`config.mk`:
```
export PLATFORM = sky130hd
export DESIGN_NAME = xc_malu_pmul_seq
export DESIGN_NICKNAME = d
export VERILOG_FILES = /design/src/rtl/xc_malu_pkg.sv /design/src/rtl/xc_malu_pmul_seq.sv
export SDC_FILE = /design/constraint.sdc
export NUM_CORES = 1
export LEC_CHECK = 0
export CORE_MARGIN = 2
export CORE_UTILIZATION = 25
export DETAILED_ROUTE_END_ITERATION = 10
export GPL_TIMING_DRIVEN = 0
export SLEW_MARGIN = 20
export SYNTH_ARGS = -nofsm -noshare
export SYNTH_HDL_FRONTEND = slang
export SYNTH_SLANG_ARGS = --single-unit
```
`constraint.sdc`:
```
create_clock -name g_clk -period 4.7 [get_ports g_clk]
set_input_delay 0.94 -clock g_clk [delete_from_list [all_inputs] [get_ports g_clk]]
set_output_delay 0.94 -clock g_clk [all_outputs]
set_load 0.05 [all_outputs]
```
`src/rtl/xc_malu_pkg.sv`:
```
// rtl/xc_malu_pkg.sv - shared MALU types: sequencer state, packed-width encodings, finish counts.
package xc_malu_pkg;

    typedef enum logic [1:0] {
        ST_IDLE = 2'd0,
        ST_RUN  = 2'd1,
        ST_DONE = 2'd2
    } malu_state_t;

    localparam logic [3:0] PW_16 = 4'b1000;
    localparam logic [3:0] PW_8  = 4'b0100;
    localparam logic [3:0] PW_4  = 4'b0010;
    localparam logic [3:0] PW_2  = 4'b0001;

    localparam int FINISH_16 = 32;
    localparam int FINISH_8  = 16;
    localparam int FINISH_4  = 8;
    localparam int FINISH_2  = 4;

    function automatic logic pw_is_valid(input logic [3:0] pw);
        return (pw != 4'b0000) && ((pw & (pw - 4'd1)) == 4'b0000);
    endfunction

endpackage

```
`src/rtl/xc_malu_pmul_seq.sv`:
```
// rtl/xc_malu_pmul_seq.sv - pmul/pmulh step sequencer driving the shared step datapath.
// Optional XC_MALU_PMUL_ZERO_SKIP_EN: zero operands complete without iterating.
module xc_malu_pmul_seq
    import xc_malu_pkg::*;
#(
    parameter int CW = 6
) (
    input  logic          g_clk,
    input  logic          g_reset,
    input  logic          req_valid,
    input  logic          req_hi,
    input  logic [3:0]    req_pw,
    input  logic [31:0]   req_rs1,
    input  logic [31:0]   req_rs2,
    input  logic          flush,
    output logic          rsp_ready,
    output logic [31:0]   rsp_result,
    output logic          busy,
    output logic [31:0]   step_rs1,
    output logic [3:0]    step_pw,
    output logic [63:0]   step_acc,
    output logic [31:0]   step_arg_0,
    output logic [CW-1:0] step_count,
    input  logic [63:0]   step_n_acc,
    input  logic [31:0]   step_n_arg_0,
    input  logic [63:0]   step_result,
    input  logic          step_done
);

    localparam logic [CW-1:0] COUNT_MAX = {CW{1'b1}};

    malu_state_t   state_q, state_d;
    logic [63:0]   acc_q, acc_d;
    logic [31:0]   arg_0_q, arg_0_d;
    logic [CW-1:0] count_q, count_d;
    logic [31:0]   rs1_q, rs1_d;
    logic [3:0]    pw_q, pw_d;
    logic          hi_q, hi_d;
    logic [31:0]   result_q, result_d;
    logic          zero_skip;

`ifdef XC_MALU_PMUL_ZERO_SKIP_EN
    assign zero_skip = (req_rs1 == 32'd0) || (req_rs2 == 32'd0);
`else
    assign zero_skip = 1'b0;
`endif

    always_comb begin
        state_d  = state_q;
        acc_d    = acc_q;
        arg_0_d  = arg_0_q;
        count_d  = count_q;
        rs1_d    = rs1_q;
        pw_d     = pw_q;
        hi_d     = hi_q;
        result_d = result_q;

        case (state_q)
            ST_IDLE: begin
                if (req_valid) begin
                    rs1_d   = req_rs1;
                    pw_d    = req_pw;
                    hi_d    = req_hi;
                    acc_d   = 64'd0;
                    arg_0_d = req_rs2;
                    count_d = '0;
                    if (!pw_is_valid(req_pw) || zero_skip) begin
                        state_d  = ST_DONE;
                        result_d = 32'd0;
                    end else begin
                        state_d  = ST_RUN;
                    end
                end
            end
            ST_RUN: begin
                if (step_done) begin
                    result_d = hi_q ? step_result[63:32] : step_result[31:0];
                    state_d  = ST_DONE;
                end else if (count_q == COUNT_MAX) begin
                    // Datapath never reported finish: bail out rather than wrap.
                    result_d = 32'd0;
                    state_d  = ST_DONE;
                end else begin
                    acc_d   = step_n_acc;
                    arg_0_d = step_n_arg_0;
                    count_d = count_q + CW'(1);
                end
            end
            ST_DONE: begin
                state_d = ST_IDLE;
            end
            default: begin
                state_d = ST_IDLE;
            end
        endcase

        if (flush) begin
            state_d  = ST_IDLE;
            acc_d    = 64'd0;
            arg_0_d  = 32'd0;
            count_d  = '0;
            rs1_d    = rs1_q;
            pw_d     = pw_q;
            hi_d     = hi_q;
            result_d = result_q;
        end
    end

    always_ff @(posedge g_clk) begin
        if (g_reset) begin
            state_q  <= ST_IDLE;
            acc_q    <= 64'd0;
            arg_0_q  <= 32'd0;
            count_q  <= '0;
            rs1_q    <= 32'd0;
            pw_q     <= 4'd0;
            hi_q     <= 1'b0;
            result_q <= 32'd0;
        end else begin
            state_q  <= state_d;
            acc_q    <= acc_d;
            arg_0_q  <= arg_0_d;
            count_q  <= count_d;
            rs1_q    <= rs1_d;
            pw_q     <= pw_d;
            hi_q     <= hi_d;
            result_q <= result_d;
        end
    end

    assign rsp_ready  = (state_q == ST_DONE) && !flush;
    assign rsp_result = result_q;
    assign busy       = (state_q != ST_IDLE);
    assign step_rs1   = rs1_q;
    assign step_pw    = pw_q;
    assign step_acc   = acc_q;
    assign step_arg_0 = arg_0_q;
    assign step_count = count_q;

endmodule

```
==> results.md <==
* Status: completed
* CP arrival at 2.60 ns
* Cell taking the most area after synthesis: dfxtp_1
* First-pass GRT wire length at 35.7 mm
* Number of synthesized flops with an enable pin at 0
* Crit path largest cell delay at 0.87 ns
* Ant. Diodes at 0
* Routability cong. at 0.748
* Final core occ at 43.7%
* Register area at 3460 µm²
* CTS clk-pin slew, worst paths at 0.07 ns
* Power Density at 294 nW/µm²
* Unrepaired setup endpoints after global routing: false
* Initial core utilization at 25.2%
* Critical path depth at 3
* # nets final at 1279
* Vert. Die Dim at 171 µm
* DRT Pass-1 Iters at 4
* Fin Setup TNS at 0 ns
* Remaining DRCs at 0
* Root Buffer: clkbuf_16
* Port Buffers at 403
* GRT Util Overall at 15.9%
* Initial antenna violation count at 0
* Async SR Flop Fraction at 0%
* Drt initial violations at 299
* Register bit total from synthesis at 173
* Area of the multi-input gates at 3090 µm²
* Avg Inst Size Synth at 11.2 µm²
* Post-CTS Setup Repair Bufs at 0
* Post-Syn Nets at 857
* Post-synth top flop: dfxtp_1
* Met2 wire len at 12.0 mm
* CTS max path bufs at 2
* Crit start category: primary input
* Post_cts resized at 0
* CP max stage cell: clkdlybuf4s50_1
* Post-Syn Area at 6970 µm²
* Mapped Cells at 622
* Filler cells at 2710
* DRT Wirelength at 24.6 mm
* Max FO, Critical Path at 6
* CP required at 3.76 ns
* CTS sink cnt at 173
* Worst Hold Class: flop to flop
* TritonCTS clock tree: built
* Vias per std cell at 4.38
* M1 WL at 10.1 mm
* Yosys Warn Count at 0
* Setup violators final at 0
* # IOs at 406
* Most frequent CP cell: clkdlybuf4s50_1
* CP Class: primary input to primary output
* Post-DRT Antenna Nets at 0
* Largest net degree at the start of global routing at 19
* Sequential area share after synthesis at 49.7%
* Synth top area cells: dfxtp_1 50%, mux2i_1 9.2%, a22o_1 8.2%, o2bb2ai_2 6.5%, a211oi_2 5.7%
* CTS Buf Count at 17
* Overall die width at 171 µm
* R2R setup slack at 2.75 ns
* Fin crit share at 75.3%
* Post-synth top area share at 49.7%
* WL/cell at 17.1 µm
* Maximum Capacitance Violations at 0
* Crit path max-delay family: buffers and inverters
* Area Overhead vs Synth at 73.0%
* Hold path depth at 2
* Total number of vias at 6290
* Top sig layer: met4
* Achievable frequency at 283 MHz
* Layout cells sized above 1 at 14.5%
* Gr ovfl total at 0
* Pin slew with the least headroom to its limit at 0.812 ns
* Count leader, synth: dfxtp_1
* Clock skew at 0.0164 ns
* Post-route minimum period at 3.54 ns
* R2R depth at 7
* Max Slew Vio Count at 0
* Synth cell count leaders: 173 x dfxtp_1, 77 x nand2_1, 65 x a22o_1, 64 x mux2i_1, 41 x a21oi_1
* Yosys cell types at 48
* H-tree depth at 4
* CP Capture Type: primary output
* Ordered cell list for the critical path: clkdlybuf4s50_1, nor3_1, clkdlybuf4s50_1
* Slew HR at 45.9%
* Vias in the first global route at 6268
* Max VDD drop at 226 µV
* Die ar. at 29200 µm²
* Final Hold Fails at 0
* CTS Hold Bufs at 0
* Core Area at 27600 µm²
* Row count at 61
* Leakage at 4.21 nW
* Clock Latency Late Sink at 0.43 ns
* Met3 wire len at 2.21 mm
* CP bufs+invs at 2
* HPWL after DPL at 18.9 mm
==> cells in the final DEF (no fill, tap or decap), drive strengths merged, types with 2 or more instances in the layout <==
master	synthesis	final
clkdlybuf4s50	0	403
dfxtp	173	173
nand2	78	78
a22o	65	65
mux2i	64	64
buf	46	46
a21oi	41	41
nor2	38	38
a211oi	32	32
o2bb2ai	32	32
clkbuf	7	25
inv	2	11
o21ai	6	6
nand3	6	6
nor3	4	4
clkinv	0	4
or2	3	3
or3	3	3
nor4b	2	2
xor2	2	2
a31oi	2	2
==> path summary, 6_finish.rpt <==
path                               startpoint      endpoint
worst max-delay path                    flush     rsp_ready
worst min-delay path             step_rs1[25]  step_rs1[25]
worst min register to register   step_rs1[25]  step_rs1[25]
worst max register to register  step_count[0]  step_acc[41]
==> power breakdown <==
part	total, mW	internal, mW	leakage (nW)	switching (mW)
Combinational	0.603	0.304	2.53	0.299
Clock	1.43	0.727	0.286	0.700
Sequential	1.51	1.50	1.40	0.0177
==> per-layer routing <==
layer,vias up,GRT usage [%]
li1,3107,-
met1,2893,18.6
met2,275,27.8
met3,15,5.90
met4,0,3.43
met5,-,0
==> state kept, by name, summed over array words and instances (netlist names) <==
signal / cells
step_acc: 64
rsp_result: 32
step_arg_0: 32
step_rs1: 32
step_count: 6
step_pw: 4
state_q: 2
hi_q: 1
==> area by class of cell <==
cell class | count | share of cell area (%)
Buffer | 53 | 3.38
Inverter | 2 | 0.0622
Multi-Input combinational cell | 394 | 25.7
Sequential cell | 173 | 28.7
Clock buffer | 18 | 3.64
Clock inverter | 14 | 1.19
Timing Repair Buffer | 403 | 33.4
Tap cell | 378 | 3.92
==> worst register-to-register path, stage by stage (launching register included) <==
cell and delay (ns):
dfxtp_1 0.45, ha_1 0.23, nand3_2 0.19, o21bai_2 0.26
nor2_1 0.12, buf_4 0.21, buf_6 0.15, a22o_1 0.23
==> cell families after synthesis <==
group | share of synthesized area, %
buffers and inverters | 5.96
multiplexers | 9.19
flip-flops | 49.7
XOR/XNOR | 0.377
AND/OR/NAND/NOR | 9.21
adder cells (fa/ha/maj) | 0.179
AO/OA/AOI/OAI | 25.4
==> through the flow <==
stage	cells	cell area, µm²	total power [mW]	setup slack, ns	hold WS (ns)
2_1_floorplan	622	6970	1.84	1.78	0.624
3_3_place_gp	1403	11500	2.15	1.14	0.442
3_5_place_dp	1403	11500	2.16	1.16	0.446
4_1_cts	1435	12100	3.60	1.14	0.455
5_1_grt	1435	12100	3.70	1.10	0.475
6_report	1435	12100	3.54	1.16	0.454
No activity file was read; power rests on OpenSTA's default activity.
